$ cat src/rtl/skolem_chk_pkg.sv
// Shared definitions for the Skolem sweep checker: FSM states and default vector width.
package skolem_chk_pkg;

    localparam int N_IN_DEFAULT = 8;

    typedef enum logic [1:0] {
        ST_IDLE  = 2'd0,
        ST_SWEEP = 2'd1,
        ST_DRAIN = 2'd2,
        ST_DONE  = 2'd3
    } chk_state_e;

endpackage

$ cat src/rtl/skolem_vec_gen.sv
// Exhaustive input-vector generator plus the one-stage register that pairs each
// vector with the candidate output sampled for it.
module skolem_vec_gen
    import skolem_chk_pkg::*;
#(
    parameter int N_IN = N_IN_DEFAULT
) (
    input  logic            clk,
    input  logic            rst_n,
    input  logic            clear_i,
    input  logic            adv_i,
    input  logic            sk_i,
    output logic [N_IN-1:0] vec_o,
    output logic            last_o,
    output logic [N_IN-1:0] chk_vec_o,
    output logic            chk_sk_o,
    output logic            chk_vld_o
);

    localparam logic [N_IN-1:0] VEC_MAX = '1;

    logic [N_IN-1:0] cnt_q, cnt_d;
    logic [N_IN-1:0] chk_vec_q, chk_vec_d;
    logic            chk_sk_q, chk_sk_d;
    logic            chk_vld_q, chk_vld_d;

    assign vec_o     = cnt_q;
    assign last_o    = (cnt_q == VEC_MAX);
    assign chk_vec_o = chk_vec_q;
    assign chk_sk_o  = chk_sk_q;
    assign chk_vld_o = chk_vld_q;

    // Counter holds at the top vector instead of wrapping; the FSM leaves SWEEP there.
    always_comb begin
        cnt_d     = cnt_q;
        chk_vec_d = chk_vec_q;
        chk_sk_d  = chk_sk_q;
        chk_vld_d = 1'b0;
        if (clear_i) begin
            cnt_d = '0;
        end else if (adv_i) begin
            if (cnt_q != VEC_MAX) begin
                cnt_d = cnt_q + N_IN'(1);
            end
            chk_vec_d = cnt_q;
            chk_sk_d  = sk_i;
            chk_vld_d = 1'b1;
        end
    end

    // Counter and check-stage registers.
    always_ff @(posedge clk or negedge rst_n) begin
        if (!rst_n) begin
            cnt_q     <= '0;
            chk_vec_q <= '0;
            chk_sk_q  <= 1'b0;
            chk_vld_q <= 1'b0;
        end else begin
            cnt_q     <= cnt_d;
            chk_vec_q <= chk_vec_d;
            chk_sk_q  <= chk_sk_d;
            chk_vld_q <= chk_vld_d;
        end
    end

endmodule

$ cat config.mk
export PLATFORM = sky130hd
export DESIGN_NAME = skolem_vec_gen
export DESIGN_NICKNAME = d
export VERILOG_FILES = /design/src/rtl/skolem_chk_pkg.sv /design/src/rtl/skolem_vec_gen.sv
export SDC_FILE = /design/constraint.sdc
export NUM_CORES = 1
export LEC_CHECK = 0
export CAP_MARGIN = 30
export CELL_PAD_IN_SITES_DETAIL_PLACEMENT = 0
export CELL_PAD_IN_SITES_GLOBAL_PLACEMENT = 2
export CORE_MARGIN = 2
export CORE_UTILIZATION = 29
export DETAILED_ROUTE_END_ITERATION = 7
export PLACE_DENSITY = 0.8
export SLEW_MARGIN = 20
export SYNTH_ARGS = -nofsm -noshare
export SYNTH_HDL_FRONTEND = slang
export SYNTH_SLANG_ARGS = --single-unit
$ cat constraint.sdc
create_clock -name clk -period 1.8 [get_ports clk]
set_input_delay 0.27 -clock clk [delete_from_list [all_inputs] [get_ports clk]]
set_output_delay 0.27 -clock clk [all_outputs]
set_load 0.005 [all_outputs]
# Word level (Yosys, flattened, before mapping)
# Cells that the tools add are included.
dict set report totals {
  regBits 18
  latch_bits 0
  ram_bits 0
  mem_bits_ro 0
  input_bits 5
  output_inout_bits 19
  word_cells 17
  memories 0
}
dict set report classes {
  n_addsub 1
  n_mul 0
  div 0
  magnitude_cmp 0
  eq_ne 2
  n_shift 0
  muxes 5
  n_bitwise 1
  n_reduce_logical 4
}
# cell count
set op_table {}
lappend op_table {{8-bit two-way mux} 3}
lappend op_table {{8-bit by 1-bit adder with 8-bit output (second input constant)} 1}
lappend op_table {{8-bit == test (second input constant)} 1}
lappend op_table {{8-bit inequality test (second input constant)} 1}
lappend op_table {{2-bit AND reduction} 2}
lappend op_table {{2-bit nonzero test} 2}
lappend op_table {{1-bit two-way mux} 2}
lappend op_table {{1-bit inverter} 1}

# Depth between registers and ports, before layout
dict set report logic_depth {
  depth_word 4
  depth_mapped 4
  ltp_nobuf 4
}

# Least setup slack after synthesis
# Ideal clock, no wire load.
dict set report synth_path {
  kind {reg-to-reg}
  start {register cnt_q[0] (netlist: vec_o[0])}
  end {register cnt_q[0] (netlist: vec_o[0])}
  setup_ns 0.125
  t_arrival_ns 1.405
  required_time_ns 1.675
  slack_ns 0.270
  path_stages_with_launch 5
  n_path_buf 0
  period_less_slack_ns 1.530
  cell_sequence {dfrtp_1 > ha_1 > and3_2 > a21boi_2 > mux2_4}
}
dict set report synth_between {
  elab_chain_cells 4
  elab_cells_between_ends 7
  cone_classes {1 x add/sub; 1 x eq/ne; 3 x mux; 2 x reduce/logical}
}
# item line_no
set synth_lines {}
lappend synth_lines {{from (decl)} skolem_vec_gen.sv:22} ;# logic [N_IN-1:0] cnt_q, cnt_d;
lappend synth_lines {{from (signal assigned)} skolem_vec_gen.sv:59} ;# cnt_q <= cnt_d;
lappend synth_lines {{8-bit by 1-bit adder with 8-bit output} skolem_vec_gen.sv:43} ;# cnt_d = cnt_q + N_IN'(1);
lappend synth_lines {{8-bit two-way mux} skolem_vec_gen.sv:42} ;# if (cnt_q != VEC_MAX) begin
lappend synth_lines {{8-bit two-way mux} skolem_vec_gen.sv:41} ;# end else if (adv_i) begin
lappend synth_lines {{8-bit two-way mux} skolem_vec_gen.sv:39} ;# if (clear_i) begin
# Several ways; a longest one is shown, not always the timed one. The select of a mux whose other input is x is not followed.
# A chain may end at the register's enable or synchronous reset.

# Final worst setup path
dict set report layout_path {
  start {register cnt_q[1] (netlist: vec_o[1])}
  end {output port last_o}
}
dict set report layout_between {
  elab_chain_cells 1
}
# item line_no
set layout_lines {}
lappend layout_lines {{8-bit == test} skolem_vec_gen.sv:28} ;# assign last_o = (cnt_q == VEC_MAX);
lappend layout_lines {{to (decl)} skolem_vec_gen.sv:14} ;# output logic last_o,
# Every way passes these cells.

==> metrics <==
full die area=3383 um2; P per Cell Area=635.2 nW/um2; Yosys reg bits=18; routed wire length=1837 um; GP Congestion=0.7520; CTS tree=yes; worst hold path class=in -> async; FP Rows=19; worst path required time=1.53 ns; power share of the clock group=about a third; VDD IR-drop max=~660 uV; global-route wire length before repair=3270 um; Layout Skew=0.004451 ns; async set or reset register ratio after synthesis=100.0%; fraction of layout cells with a size suffix above 1=29.91%; minimum clock period=1.676 ns; # IOs=24; CP max FO=2; vias=a little under 700; unrepaired setup endpoints after global routing=false; Setup CP Type=reg -> out; Fill cells=roughly 280; Post-synth top flop=dfrtp_1; Reg area=450.4 um2; WL per Instance=13.31 um; routed vias/inst=about 5.0; Fin. Hold Viols=0; CTS Sinks=18; Routed Antenna Nets=0; Clock transition at path regs=0.10 ns; synthesized cell area=850.8 um2; Pre-antenna DRT Iters=4; Leak=0.5737 nW; ant diodes=0; drt first-iter violations=3; Setup TNS Final=0 ns; CTS H-tree depth=1; Max Transition Viols Final=0; FMAX=596.7 MHz; Initial Utilization=approximately 31%; number of enable flip-flop cells after synthesis=0; critical path endpoint category=primary output; fin crit share=93.10%; PnR Total Power=a little under 0.8 mW; Cell Area, Placed=1182 um2; area of the multi-input gates=375.4 um2; root buffer cell=clkbuf_4; Tightest Pin Transition=0.2356 ns; Worst Path Arrival=1.41 ns; CTS Buffer Depth=2; Yosys top cell by area=dfrtp_1; synth top area cells=dfrtp_1, mux2_2, a211oi_1; Worst-Skew Late Latency=a little under 0.3 ns; Mapped Cells=70; Nets=roughly 110; Min Hold Slack=0.2897 ns; placed insts=132; max_slew headroom=a little over four fifths; Internal Power=0.6086 mW; switching part of the total power=between 20% and 30%; Synth top area share=52.94%; status=complete, no violations; largest net degree at the start of global routing=19; GRT Util Overall=between 10% and 20%; combinational power share=approximately 14%; register share of total power=54.3%; CTS Buf Count=3; core box area=2781 um2; CP Launch Type=flip-flop; Die X-Extent=58.17 um; most frequent cell after synthesis=dfrtp_1; Yosys cell types=26; area grow syn2layout=45.59%; initial antenna violation count=0; syn nets=between 70 and 80; DRC viols=0; R2R depth=5; total gr overflow=0; final setup vio count=0; sequential area share after synthesis=between 50% and 60%; Layout Cells excl Fill=138; P_sw=0.1782 mW; vias in the first global route=707; Synthesis Warnings=0; Max Cap Viol=0; Commonest cells post-synth=dfrtp_1, mux2_2, a211oi_1, nand2b_1; HPWL Detailed=1369 um; IO Port Bufs=23; Chip Height=58.17 um; Final Cell Area=1239 um2; Avg Inst Size Synth=12.15 um2
power groups by stage:
stage	Combinational [mW]	Clock, mW	Sequential (mW)
after floorplan	0.0331	0	0.440
after global placement	0.108	0	0.434
after detailed placement	0.110	0	0.435
after CTS	0.112	0.260	0.428
after global routing	0.120	0.283	0.430
final	0.110	0.250	0.427
final cells by class:
cell class	count	share of cell area [%]
Multi-Input combinational cell	46	30.30
Timing Repair Buffer	36	26.36
Sequential cell	18	36.36
Tap cell	31	3.131
Inverter	3	0.9091
Clock buffer	4	2.929
placed cells by master, fill, tap and decap left out, types with 2 or more instances in the layout:
| cell type | count |
|---|---|
| nand2b_1 | 4 |
| and4_1 | 2 |
| mux2_2 | 8 |
| a311oi_1 | 2 |
| and3_1 | 2 |
| inv_1 | 3 |
| buf_4 | 13 |
| nand2_1 | 3 |
| nor2_1 | 2 |
| nor2b_1 | 3 |
| a21oi_1 | 3 |
| dfrtp_1 | 18 |
| clkdlybuf4s50_1 | 22 |
| clkbuf_4 | 3 |
| mux2_4 | 2 |
| o21ai_0 | 2 |
| a211oi_1 | 4 |
state kept, by name, indices dropped and copies added (netlist names):
signal / count
chk_vec_o: 8
chk_sk_o: 1
chk_vld_o: 1
vec_o: 8
through the flow:
step	setup WS, ns	util, %
after floorplan	0.2697	-
after global placement	0.1099	42.51
after detailed placement	0.06759	42.51
after CTS	0.1081	44.53
after global routing	0.03240	44.53
final	0.1241	44.53
worst max-delay path, cell delays in order, from the launching register on:
cell and delay [ns]:
dfrtp_1 0.40, ha_2 0.19, and3_4 0.14, nand2_1 0.09
inv_1 0.04, dlygate4sd2_1 0.25
worst paths after layout:
check	start	end	slack, ns
worst min-delay path	rst_n	chk_vec_o[2]	0.29
min in group clk	chk_vec_o[4]	chk_vec_o[4]	0.49
worst max register to register	vec_o[1]	vec_o[0]	0.30
worst max-delay path	vec_o[1]	last_o	0.12
max in group asynchronous	rst_n	vec_o[4]	1.31
worst min register to register	chk_vec_o[4]	chk_vec_o[4]	0.49
routing by layer:
metal	vias to the layer above	GRT usage (%)	wire length [um]
met4	0	0.9967	0
met3	0	5.134	99
met1	338	16.74	886
met2	15	20.78	851
met5	-	0	0
li1	331	-	-
cells by family after synthesis:
kind of cell	synth area share (%)
AO/OA/AOI/OAI	11.77
multiplexers	15.29
flip-flops	52.94
AND/OR/NAND/NOR	14.85
buffers and inverters	3.675
adder cells (fa/ha/maj)	1.470
timing repair:
action                     in CTS  in global routing
hold buffers                    0                  0
setup endpoints to repair       1                  0
buffers inserted                2                  0
gates resized for setup         3                  0
Note: power is estimated with default switching activity, not from simulation.
